## src/rtl/smg_scan_ctrl_module_if.sv

```systemverilog
// smg_scan_ctrl_module_if: display data, load handshake and digit-drive signals of the scan controller
interface smg_scan_ctrl_module_if;
    logic [23:0] disp_data;
    logic        load_req;
    logic        load_ack;
    logic        lz_en;
    logic [5:0]  blank_mask;
    logic [3:0]  number_data;
    logic [5:0]  smg_sel;
    logic        frame_done;
    modport master (
        output disp_data, load_req, lz_en, blank_mask,
        input  load_ack, number_data, smg_sel, frame_done
    );
    modport slave (
        input  disp_data, load_req, lz_en, blank_mask,
        output load_ack, number_data, smg_sel, frame_done
    );
endinterface

```

## src/rtl/smg_scan_ctrl_module.sv

```systemverilog
// smg_scan_ctrl_module: six-digit 7-segment scanner with dead time, frame-aligned data commit and blanking
module smg_scan_ctrl_module #(
    parameter int SCAN_DIV = 50000,
    parameter int DEAD_CYC = 16
) (
    input logic                    CLK,
    input logic                    RST,
    smg_scan_ctrl_module_if.slave  bus
);
    localparam int CW = $clog2(SCAN_DIV > DEAD_CYC ? SCAN_DIV : DEAD_CYC);
    typedef enum logic {DEAD, SHOW} state_t;
    state_t         state, state_nx;
    logic [CW-1:0]  cnt, cnt_nx;
    logic [2:0]     idx, idx_nx;
    logic           wrap;
    logic [23:0]    staging, shadow;
    logic           pending;
    logic [5:1]     lz;
    logic [5:0]     blank;
    always_ff @(posedge CLK) begin
        if (RST) begin
            state         <= DEAD;
            cnt           <= '0;
            idx           <= '0;
            staging       <= '0;
            shadow        <= '0;
            pending       <= 1'b0;
            bus.load_ack  <= 1'b0;
            bus.frame_done <= 1'b0;
        end else begin
            state          <= state_nx;
            cnt            <= cnt_nx;
            idx            <= idx_nx;
            bus.frame_done <= wrap;
            bus.load_ack   <= wrap && pending;
            if (wrap && pending) shadow <= staging;
            // a strobe on the commit edge re-arms pending for the next frame
            pending        <= bus.load_req || (pending && !wrap);
            if (bus.load_req) staging <= bus.disp_data;
        end
    end
    always_comb begin
        state_nx = state;
        cnt_nx   = cnt + 1'b1;
        idx_nx   = idx;
        wrap     = 1'b0;
        if (state == DEAD && cnt == CW'(DEAD_CYC - 1)) begin
            state_nx = SHOW;
            cnt_nx   = '0;
        end else if (state == SHOW && cnt == CW'(SCAN_DIV - 1)) begin
            state_nx = DEAD;
            cnt_nx   = '0;
            wrap     = idx == 3'd5;
            idx_nx   = wrap ? 3'd0 : idx + 3'd1;
        end
    end
    // lz[i]: nibbles i..5 of the displayed value are all zero
    for (genvar i = 1; i < 6; i++) begin : g_lz
        assign lz[i] = shadow[23:4*i] == '0;
    end
    assign blank           = bus.blank_mask | ({lz, 1'b0} & {6{bus.lz_en}});
    assign bus.smg_sel     = (!RST && state == SHOW && !blank[idx]) ? ~(6'd1 << idx) : 6'h3f;
    assign bus.number_data = RST ? 4'd0 : shadow[4*idx +: 4];
endmodule

```

## src/flat_wrapper.sv

```systemverilog
// flat-port wrapper written by rule: the top's interface ports become plain ports
module smg_scan_ctrl_module_flat 
#(
    parameter int SCAN_DIV = 50000,
    parameter int DEAD_CYC = 16
)
  (CLK, RST, bus_disp_data, bus_load_req, bus_lz_en, bus_blank_mask, bus_load_ack, bus_number_data, bus_smg_sel, bus_frame_done);
  smg_scan_ctrl_module_if bus_i ();
  input logic CLK;
  input logic RST;
  input wire logic [$bits(bus_i.disp_data)-1:0] bus_disp_data;
  input wire logic [$bits(bus_i.load_req)-1:0] bus_load_req;
  input wire logic [$bits(bus_i.lz_en)-1:0] bus_lz_en;
  input wire logic [$bits(bus_i.blank_mask)-1:0] bus_blank_mask;
  output wire logic [$bits(bus_i.load_ack)-1:0] bus_load_ack;
  output wire logic [$bits(bus_i.number_data)-1:0] bus_number_data;
  output wire logic [$bits(bus_i.smg_sel)-1:0] bus_smg_sel;
  output wire logic [$bits(bus_i.frame_done)-1:0] bus_frame_done;
  assign bus_i.disp_data = bus_disp_data;
  assign bus_i.load_req = bus_load_req;
  assign bus_i.lz_en = bus_lz_en;
  assign bus_i.blank_mask = bus_blank_mask;
  assign bus_load_ack = bus_i.load_ack;
  assign bus_number_data = bus_i.number_data;
  assign bus_smg_sel = bus_i.smg_sel;
  assign bus_frame_done = bus_i.frame_done;
  smg_scan_ctrl_module #(.SCAN_DIV(SCAN_DIV), .DEAD_CYC(DEAD_CYC)) u_core (.CLK(CLK), .RST(RST), .bus(bus_i));
endmodule
```

## config.mk

```make
export PLATFORM = sky130hd
export DESIGN_NAME = smg_scan_ctrl_module_flat
export DESIGN_NICKNAME = d
export VERILOG_FILES = /design/src/rtl/smg_scan_ctrl_module_if.sv /design/src/rtl/smg_scan_ctrl_module.sv /design/src/flat_wrapper.sv
export SDC_FILE = /design/constraint.sdc
export NUM_CORES = 1
export LEC_CHECK = 0
export CAP_MARGIN = 20
export CORE_AREA = 5 5 109 111
export CTS_CLUSTER_SIZE = 14
export DETAILED_ROUTE_END_ITERATION = 7
export DIE_AREA = 0 0 114 116
export HOLD_SLACK_MARGIN = 0.05
export SYNTH_ARGS = -nofsm -noshare
export SYNTH_HDL_FRONTEND = slang
export SYNTH_SLANG_ARGS = --single-unit
```

## constraint.sdc

```tcl
create_clock -name CLK -period 3.1 [get_ports CLK]
set_input_delay 0.62 -clock CLK [delete_from_list [all_inputs] [get_ports CLK]]
set_output_delay 0.62 -clock CLK [all_outputs]
set_load 0.01 [all_outputs]
```

==> flow_metrics.py <==
metrics = {
    "clocking": {
        "numCtsBuffers": 9,
        "cts.reportedPaths.clkPinSlew_ns": 0.07,
        "clockBufferDepth": 2,
        "clock_latency_ns": 0.34,
        "cts_sinks": 71,
        "htreeDepth": 3,
        "cts_setup_buffers": 0,
        "cts_hold_buf": 0,
        "post_cts_resized": 0,
        "cts_tree": "built",
        "cts-root-buf": "clkbuf_8",
    },
    "logic_synthesis": {
        "yosysTopAreaCell": "dfxtp_1",
        "synth.cell_area_um2": 3140,
        "syn_avg_cell_area_um2": 8.97,
        "synth_mux_area_share_pct": 12.3,
        "synth_top_family_by_area": "simple AND/OR/NAND/NOR gates",
        "synthAdderAreaFrac_pct": 0.797,
        "ys_ff_latch": 71,
        "synth_xor_area_share_pct": 4.18,
        "netlist_instances": 350,
        "yosysWarnings": 0,
        "synth_cell_types": 40,
        "yosysSeqAreaShare_pct": 45.3,
        "netlist.area_leader.share_pct": 45.3,
        "synth_nets": 386,
        "synth_compound_area_share_pct": 8.73,
        "synth_area_leaders": "dfxtp_1, mux2i_1, nor2_1",
        "synthSimpleGateAreaFrac_pct": 25.0,
    },
    "route": {
        "wl_per_cell_um": 13.0,
        "vias": 2515,
        "firstDrtPassIters": 4,
        "drt-total-wl_um": 6980,
        "vias_per_cell": 4.69,
        "drc": 0,
        "drt_iter0_markers": 121,
        "final_antenna_net_count": 0,
    },
    "power": {
        "power.share.sequential_pct": 53.2,
        "ir_worst_vdd_uv": 154,
        "p_comb_share_pct": 6.1,
        "p_sw_share_pct": 22.0,
        "p_int_mw": 1.39,
        "p_sw_mw": 0.392,
        "cellLeakagePower_nw": 1.43,
        "power.share.clock_pct": 40.7,
        "totalPowerFinal_mw": 1.78,
        "powerDensity_nw_per_um2": 456,
    },
    "timing": {
        "slew_headroom_pct": 53.7,
        "period_share_pct": 93.2,
        "worstMarginPinSlew_ns": 0.695,
        "hold_viol": 0,
        "skew_ns": 0.0144,
        "finalSetupViolCount": 0,
        "drv_slew": 0,
        "rsz0062_at_grt": "no",
        "hold_slack_ns": 0.457,
        "max_freq_mhz": 346,
        "setup_tns_ns": 0,
        "finalCriticalPeriod_ns": 2.89,
    },
    "global_routing": {
        "grt_pass1_wl_um": 12000,
        "track_usage_pct": 11.4,
        "antenna_found_initial": 0,
        "grt_max_degree": 61,
        "grt_pass1_vias": 2557,
        "overflow": 0,
    },
    "placement": {
        "io_buffer_count": 45,
        "place.gp.congestion": 0.896,
        "place_hpwl_um": 5000,
        "placed_cell_area_um2": 3700,
    },
    "floorplanning": {
        "start_util_pct": 29.4,
        "die_h_um": 116,
        "die_w_um": 114,
        "core_um2": 10700,
        "pin_count": 46,
        "die_area_um2": 13200,
        "rows": 38,
    },
    "min_path": {
        "hold_class": "reg2reg",
        "hold_depth": 2,
        "min_from": "u_core.shadow[0]",
        "hold_path_end": "u_core.shadow[0]",
    },
    "worst_setup_path": {
        "end_kind": "output port",
        "cp-start-kind": "register",
        "regToRegStartpoint": "u_core.cnt[10]",
        "cp.required_ns": 2.48,
        "arrival_ns": 2.27,
        "r2r_end": "u_core.cnt[2]",
        "path_max_fanout": 14,
        "reg2regPathDepth": 4,
        "reg2reg_slack_ns": 1.08,
        "worstSetupPathType": "reg2out",
    },
    "finish": {
        "drive_above_1_share_pct": 13.9,
        "num_antenna_cells": 0,
        "utilization_pct": 36.6,
        "num-nets-final": 427,
        "final_common_cell": "dfxtp_1",
        "layout_common_cells": "dfxtp_1, nor2_1, nand2_1, clkdlybuf4s50_1, mux2i_1",
        "final_area_um2": 3910,
        "syn_to_final_growth_pct": 24.5,
    },
    "status": {
        "outcome": "complete, no violations",
    },
    "run": {
        "cap_viol_max_count": 0,
    },
}
-- registers in the layout (all words and copies together), names as in the netlist --
| signal | cells |
|---|---|
| u_core.shadow | 24 |
| u_core.state | 1 |
| u_core.pending | 1 |
| u_core.bus.load_ack | 1 |
| u_core.bus.frame_done | 1 |
| u_core.idx | 3 |
| u_core.cnt | 16 |
| u_core.staging | 24 |
-- kinds of logic (layout without fill, tap and decap cells) --
logic type,count (synthesis),count (layout)
xor gates and xnor gates,15,15
and+or+nand+nor,169,169
AOI/OAI and AO/OA,36,36
muxes,33,33
DFF,71,71
buffers and inverters,24,70
adders and majority gates,2,2
-- cell type report --
class                           instances  area, um2
Fill cell                            1103       6790
Multi-Input combinational cell        255       1620
Sequential cell                        71       1420
Timing Repair Buffer                   51        490
Tap cell                              140        175
Clock buffer                           13        149
Clock inverter                          3       42.5
Inverter                                3       11.3
-- worst max-delay path, stage by stage (launching register included) --
cell and delay, ns:
dfxtp_1 0.48, buf_4 0.28, and2_1 0.15, ha_1 0.13, inv_1 0.04, a211oi_1 0.22
nand4_1 0.12, clkdlybuf4s50_1 0.50
-- power groups by stage --
| stage | clock, mW | combinational [mW] | sequential [mW] |
|---|---|---|---|
| after floorplan | 0 | 0.0596 | 0.965 |
| after global placement | 0 | 0.109 | 0.969 |
| after detailed placement | 0 | 0.112 | 0.969 |
| after CTS | 0.755 | 0.112 | 0.948 |
| after global routing | 0.795 | 0.121 | 0.951 |
| final | 0.725 | 0.110 | 0.948 |
-- per-layer routing --
metal  share of wire (%)  wire (um)  track usage, %  vias up
met2                  44       3090            18.0       59
met4                 2.2        153            4.91        0
li1                    -          -               -     1279
met5                   0          0               0        -
met1                  48       3330            14.2     1167
met3                 5.8        403            3.60       10
-- synth_stat cells --
master,count
a211oi_1,1
a21o_1,1
a21oi_1,8
a21oi_2,19
a22oi_1,4
a31o_2,1
and2_0,1
and2_1,1
and3_1,6
and4_1,3
and4b_1,1
buf_1,1
buf_2,2
buf_6,2
buf_8,1
clkbuf_1,15
dfxtp_1,71
ha_1,2
inv_1,3
mux2_2,4
mux2i_1,25
mux4_2,4
nand2_1,57
nand2b_1,3
nand3_1,13
nand3b_1,3
nand4_1,7
nand4b_1,1
nor2_1,58
nor2b_1,2
nor3_1,3
nor3_4,1
nor4_1,5
o21ai_0,1
o311ai_0,1
or3_1,2
or3b_2,1
or4_4,1
xnor2_1,3
xor2_1,12
-- through the flow --
| stage | setup WS [ns] | std cells |
|---|---|---|
| final | 0.211 | 536 |
| after CTS | 0.0176 | 536 |
| after floorplan | 0.840 | 350 |
| after global placement | 0.265 | 520 |
| after global routing | 0.0388 | 536 |
| after detailed placement | 0.243 | 520 |
-- worst max path at each step --
stage | startpoint | to | slack [ns] | cells past startpoint
CTS | u_core.shadow[12] | bus_smg_sel[3] | 0.02 | 6
finish | u_core.idx[0] | bus_smg_sel[3] | 0.21 | 7
global route | u_core.idx[0] | bus_smg_sel[3] | 0.04 | 7
floorplan | u_core.idx[0] | bus_smg_sel[3] | 0.84 | 7
detailed placement | bus_lz_en | bus_smg_sel[1] | 0.24 | 5
global placement | bus_lz_en | bus_smg_sel[3] | 0.26 | 6
Power figures use the tool's default switching activity.
